File: config.mk
export PLATFORM = sky130hd
export DESIGN_NAME = data_mem_arbiter
export DESIGN_NICKNAME = d
export VERILOG_FILES = /design/src/rtl/data_mem_arbiter.sv
export SDC_FILE = /design/constraint.sdc
export NUM_CORES = 1
export LEC_CHECK = 0
export CORE_UTILIZATION = 35
export CTS_CLUSTER_DIAMETER = 100
export CTS_CLUSTER_SIZE = 24
export DETAILED_ROUTE_END_ITERATION = 7
export GPL_TIMING_DRIVEN = 0
export PLACE_DENSITY = 0.74
export SLEW_MARGIN = 15
export SYNTH_ARGS = -nofsm -noshare
export SYNTH_HDL_FRONTEND = slang
export SYNTH_SLANG_ARGS = --single-unit
File: constraint.sdc
create_clock -name clk -period 2.3 [get_ports clk]
set_input_delay 0.69 -clock clk [delete_from_list [all_inputs] [get_ports clk]]
set_output_delay 0.69 -clock clk [all_outputs]
set_load 0.005 [all_outputs]
File: src/rtl/data_mem_arbiter.sv
// Two-port arbiter/sequencer in front of a single-port data memory with a 1-cycle registered read.
// Grants one access at a time, rejects out-of-range addresses, and returns a one-cycle ack.
module data_mem_arbiter #(
  parameter int unsigned DATA_WIDTH = 32,
  parameter int unsigned ADDR_WIDTH = 13,
  parameter int unsigned MEM_DEPTH  = 8192,
  parameter int unsigned FIXED_PRIO = 0
) (
  input  logic                  clk,
  input  logic                  rst_n,
  input  logic                  req0,
  input  logic                  req1,
  input  logic [ADDR_WIDTH-1:0] addr0,
  input  logic [ADDR_WIDTH-1:0] addr1,
  input  logic                  we0,
  input  logic                  we1,
  input  logic [DATA_WIDTH-1:0] wdata0,
  input  logic [DATA_WIDTH-1:0] wdata1,
  output logic                  gnt0,
  output logic                  gnt1,
  output logic                  ack0,
  output logic                  ack1,
  output logic                  err0,
  output logic                  err1,
  output logic [DATA_WIDTH-1:0] rdata,
  output logic                  busy,
  output logic                  mem_cs,
  output logic                  mem_we,
  output logic [ADDR_WIDTH-1:0] mem_addr,
  output logic [DATA_WIDTH-1:0] mem_wdata,
  input  logic [DATA_WIDTH-1:0] mem_rdata
);

  typedef enum logic [1:0] {StIdle, StIssue, StWait, StResp} state_e;

  // One extra bit so MEM_DEPTH == 2**ADDR_WIDTH still compares correctly.
  localparam logic [ADDR_WIDTH:0] DepthLimit = (ADDR_WIDTH+1)'(MEM_DEPTH);

  state_e                state_q, state_d;
  logic [1:0]            gnt_q, gnt_d;
  logic [1:0]            ack_q, ack_d;
  logic [1:0]            err_q, err_d;
  logic                  we_q, we_d;
  logic                  last_grant_q, last_grant_d;
  logic [DATA_WIDTH-1:0] rdata_q, rdata_d;
  logic                  mem_cs_q, mem_cs_d;
  logic                  mem_we_q, mem_we_d;
  logic [ADDR_WIDTH-1:0] mem_addr_q, mem_addr_d;
  logic [DATA_WIDTH-1:0] mem_wdata_q, mem_wdata_d;

  logic                  pick;
  logic [ADDR_WIDTH-1:0] sel_addr;
  logic [DATA_WIDTH-1:0] sel_wdata;
  logic                  sel_we;
  logic                  out_of_range;

  always_comb begin
    if (req0 && req1) begin
      pick = (FIXED_PRIO != 0) ? 1'b0 : ~last_grant_q;
    end else begin
      pick = req1;
    end
    sel_addr     = pick ? addr1 : addr0;
    sel_wdata    = pick ? wdata1 : wdata0;
    sel_we       = pick ? we1 : we0;
    out_of_range = {1'b0, sel_addr} >= DepthLimit;
  end

  always_comb begin
    state_d      = state_q;
    gnt_d        = gnt_q;
    ack_d        = ack_q;
    err_d        = err_q;
    we_d         = we_q;
    last_grant_d = last_grant_q;
    rdata_d      = rdata_q;
    mem_cs_d     = 1'b0;
    mem_we_d     = 1'b0;
    mem_addr_d   = mem_addr_q;
    mem_wdata_d  = mem_wdata_q;

    unique case (state_q)
      StIdle: begin
        if (req0 || req1) begin
          gnt_d        = pick ? 2'b10 : 2'b01;
          we_d         = sel_we;
          last_grant_d = pick;
          if (out_of_range) begin
            state_d = StResp;
            ack_d   = pick ? 2'b10 : 2'b01;
            err_d   = pick ? 2'b10 : 2'b01;
            rdata_d = '0;
          end else begin
            state_d     = StIssue;
            mem_cs_d    = 1'b1;
            mem_we_d    = sel_we;
            mem_addr_d  = sel_addr;
            mem_wdata_d = sel_wdata;
          end
        end
      end
      StIssue: begin
        if (we_q) begin
          state_d = StResp;
          ack_d   = gnt_q;
        end else begin
          state_d = StWait;
        end
      end
      StWait: begin
        state_d = StResp;
        ack_d   = gnt_q;
        rdata_d = mem_rdata;
      end
      StResp: begin
        state_d = StIdle;
        gnt_d   = 2'b00;
        ack_d   = 2'b00;
        err_d   = 2'b00;
        rdata_d = '0;
      end
      default: state_d = StIdle;
    endcase
  end

  always_ff @(posedge clk or negedge rst_n) begin
    if (!rst_n) begin
      state_q      <= StIdle;
      gnt_q        <= 2'b00;
      ack_q        <= 2'b00;
      err_q        <= 2'b00;
      we_q         <= 1'b0;
      last_grant_q <= 1'b1;
      rdata_q      <= '0;
      mem_cs_q     <= 1'b0;
      mem_we_q     <= 1'b0;
      mem_addr_q   <= '0;
      mem_wdata_q  <= '0;
    end else begin
      state_q      <= state_d;
      gnt_q        <= gnt_d;
      ack_q        <= ack_d;
      err_q        <= err_d;
      we_q         <= we_d;
      last_grant_q <= last_grant_d;
      rdata_q      <= rdata_d;
      mem_cs_q     <= mem_cs_d;
      mem_we_q     <= mem_we_d;
      mem_addr_q   <= mem_addr_d;
      mem_wdata_q  <= mem_wdata_d;
    end
  end

  assign gnt0      = gnt_q[0];
  assign gnt1      = gnt_q[1];
  assign ack0      = ack_q[0];
  assign ack1      = ack_q[1];
  assign err0      = err_q[0];
  assign err1      = err_q[1];
  assign rdata     = rdata_q;
  assign busy      = (state_q != StIdle);
  assign mem_cs    = mem_cs_q;
  assign mem_we    = mem_we_q;
  assign mem_addr  = mem_addr_q;
  assign mem_wdata = mem_wdata_q;

endmodule
Word level (Yosys, flattened, before mapping)

Cells that the tools add are included.

Register bits after elaboration: 87
Input port bits: 128
Output and inout bits: 86
Logic and storage cells: 43

Equality and inequality tests: 5
Mux-type cells: 17
Bitwise gates (word level): 2
Reduce and logical (&&, ||, !) cells: 9

Operator list:

| cell                                                 | number |
|---|---|
| one-hot mux 32 bit (2 select lines)                  | 1 |
| two-way mux 32 bit                                   | 1 |
| two-way mux 13 bit                                   | 1 |
| two-way mux 2 bit                                    | 4 |
| one-hot mux 2 bit (4 select lines)                   | 1 |
| two-way mux 1 bit                                    | 7 |
| one-hot mux 2 bit (3 select lines)                   | 1 |
| AND reduction 2 bit                                  | 3 |
| nonzero test 2 bit                                   | 3 |
| equality test 2 bit (second input constant)          | 2 |
| inequality test 2 bit (second input constant)        | 2 |
| one-hot mux 2 bit (2 select lines)                   | 1 |
| equality test 2 x 1 -> 1 bit (second input constant) | 1 |
| logical NOT 2 bit                                    | 1 |
| inverter 1 bit                                       | 2 |
| logical AND 1 bit                                    | 1 |
| logical OR 1 bit                                     | 1 |

Logic depth before layout (Yosys ltp)

Gate-level depths: netlist (run 1).

Depth after elaboration: 5
Depth in mapped cells: 9

Worst setup path before layout (run 1)

Ideal clock, no wire load.

Kind: flip-flop to output port
From: reg state_q[0]
To: out busy
Arrival: 0.880 ns
Path slack: 0.730 ns
Stages on the path, launching flop included: 5
Buffers on the path: 1
Path through: dfrtp_1 inv_1 ha_1 buf_2 inv_1

Cells in the longest elaborated chain, start to end: 1

Ends and longest elaborated chain:

| element                | line | text |
|---|---|---|
| from (decl)            | 39   | `state_e state_q, state_d;` |
| from (signal assigned) | 128  | `state_q <= StIdle;` |
| from (signal assigned) | 140  | `state_q <= state_d;` |
| nonzero test 2 bit     | 161  | `assign busy = (state_q != StIdle);` |
| to (decl)              | 26   | `output logic busy,` |

No other way between the ends.

Worst setup path after layout (run 1)

Ends and elaborated chain as after synthesis.

==> flow_summary.toml, run 1 <==
[sta]
slew_headroom_pct = 66.64
final-setup-viol-count = 0
drv_slew = 0
finClkSkew_ns = 0.009375
fin_crit_ns = 2.206
fin_crit_sh_pct = 95.90
hold_violations = 0
fmaxAchievable_mhz = 453.4
worst_pin_slew_ns = 0.5004
setup_slack_ns = 0.09438
rsz0062_at_grt = "false"

[worst_setup_path]
critical_path_class = "flop to output pin"
start_kind = "flop"
worst_setup_path_end_kind = "output pin"
critPathMaxFanout = 10
cp.required_ns = 1.61
arrival_ns = 1.52

[synth]
synth-seq-cells = 87
synth_area_um2 = 3826
async_flop_share_pct = 100.0
synth.avg_cell_area_um2 = 9.589
syn_inst = 399
synth_top_cells_by_count = "a21oi_1 (93), dfrtp_1 (86), nor2_1 (80), nand2_1 (47), mux2i_1 (34)"
synth-main-ff-cell = "dfrtp_1"
synth_most_common_cell = "a21oi_1"
synth_edf_count = 0
yosys.area.top_type = "dfrtp_1"
netlist_top_cells_area = "dfrtp_1 (56%), a21oi_1 (12%), mux2i_1 (8.9%)"
synth_top_area_share_pct = 56.25
synth_cell_types = 24
synth-seq-area-share_pct = 56.93
ys_warn_count = 0

[power]
p_per_area_nw_per_um2 = 1165
power.static_leakage_uw = 0.002791
p_total_uw = 7396
ir_worst_vdd_mv = 0.4562

[route]
dr.pass1.iters = 4
ant_nets = 0
num_vias = 3653
drt_iter0_markers = 152
routed_wirelength_um = 11670
wl_per_cell_um = 15.24
vias_per_cell = 4.769
drc = 0

[global_routing]
grt.overflow.total = 0
grt_max_degree = 55
first_global_vias = 3822
track_usage_pct = 20.90
grt_pass1_wl_um = 18580
grt_antenna_before_repair = 0

[clock_tree]
clockRootBuffer = "clkbuf_8"
path_clk_slew_ns = 0.09
clk_latency_ns = 0.36
cts_buffers = 9
h-tree-depth = 3
clockBufferDepth = 2
cts_tree = "done"
clock_sinks = 87

[cells_and_area]
synthToLayoutAreaGrowth_pct = 65.99
final_layout_size_suffix_gt1_share_pct = 8.095
diodes = 0
fin_nets = 757

[worst_hold_path]
worstHoldPathType = "input port to async pin"

[place]
place.gp.congestion = 0.7582
io_buffers = 211
place_ws_ns = -0.03403
hpwl_um = 8911

[run_status]
outcome = "finished, final reports clean"

[floorplan]
row_count = 37
io_pins = 214
fp.dieW_um = 106.6
die_h_um = 106.6
dieArea_um2 = 11350
core_um2 = 10460
start_util_pct = 36.57

[job]
cap_violations = 0
kinds of logic (layout without fill, tap and decap cells):
logic type | count (synthesis) | count (layout) | share of synthesized area [%]
AO/OA/AOI/OAI | 102 | 102 | 14.06
flip-flops | 87 | 87 | 56.93
adder cells (fa/ha/maj) | 4 | 4 | 1.308
buffers and inverters | 36 | 266 | 4.578
other | 1 | 2 | 0.09801
AND/OR/NAND/NOR | 132 | 132 | 13.24
multiplexers | 37 | 37 | 9.778
metal layers:
layer  track usage [%]  wire [um]  vias up
li1                  -          -     1774
met1             25.11       4788     1727
met2             35.99       5814      137
met3             5.212        869       15
met4             7.926        201        0
met5                 0          0        -
critical path, cell delays in order (launching register included):
cell	delay, ns
dfrtp_1	0.40
inv_2	0.09
ha_1	0.15
buf_4	0.17
inv_1	0.08
dlygate4sd2_1	0.28
power breakdown:
group | switching [uW] | internal (uW) | total [uW] | leakage [uW]
Combinational | 1640 | 2080 | 3720 | 0.00165
Sequential | 374 | 2230 | 2600 | 0.00104
Clock | 571 | 504 | 1070 | 0.0000992
Total | 2590 | 4810 | 7400 | 0.00279
state kept, by name (all words and copies together) (netlist names):
name          cells
mem_wdata        32
rdata            32
mem_addr         13
ack_q             2
gnt_q             2
state_q           2
last_grant_q      1
mem_cs            1
mem_we            1
we_q              1
placed cells by master, fill, tap and decap left out, drive strengths merged, types with 5 or more instances in the layout:
cell / Yosys / layout
clkdlybuf4s50: 0 / 209
a21oi: 93 / 93
dfrtp: 86 / 86
nor2: 80 / 80
nand2: 47 / 47
mux2i: 34 / 34
buf: 24 / 28
clkbuf: 6 / 15
inv: 6 / 6
clkinv: 0 / 5
repair_timing:
action                     in CTS  in global routing
setup endpoints to repair       1                  1
hold buffers                    0                  0
resized for setup               2                  1
setup buffers                   2                  0
through the flow:
stage	setup TNS, ns	cells	area, um^2	hold slack (ns)	util (%)
after CTS	0	766	6351	0.2856	60.70
after floorplan	0	400	3830	0.3944	-
final	0	766	6351	0.2854	60.70
after global routing	0	766	6351	0.3076	60.70
after global placement	-227.85	747	6112	0.4938	58.42
after detailed placement	-0.1687	748	6137	0.5085	58.66
worst paths after layout:
kind	start	to	slack (ns)	cells after the start
worst max-delay path	state_q[0]$_DFFE_PN0P_	busy	0.09	5
worst min register to register	rdata[16]$_DFFE_PN0P_	rdata[16]$_DFFE_PN0P_	0.53	2
worst max register to register	state_q[0]$_DFFE_PN0P_	mem_wdata[29]$_DFFE_PN0P_	0.56	8
worst min-delay path	rst_n	mem_addr[5]$_DFFE_PN0P_	0.29	1
min in group clk	rdata[16]$_DFFE_PN0P_	rdata[16]$_DFFE_PN0P_	0.53	2
max in group asynchronous	rst_n	last_grant_q$_DFFE_PN1P_	1.35	2
cell type report:
type,count,area [um^2]
clock buffers,9,123.9
well taps,136,170.2
flip-flops and latches,87,2178
plain buffers,30,155.1
clock inverters,7,73.82
repair buffers,214,2151
fillers,920,4111
inverters,6,22.52
multi-input cells,277,1476
(Power assumes the default switching activity.)
==> run 2: changes to the inputs <==
CAP_MARGIN = 20   (was unset)
==> results of run 2 <==
Same layout as run 1: the final DEF is identical, and so are final timing and power.
==> run 3: changes to the inputs <==
CAP_MARGIN = unset   (was 20)
CTS_CLUSTER_DIAMETER = 150   (was 100)
==> results of run 3 <==
Same layout as run 1: the final DEF is identical, and so are final timing and power.
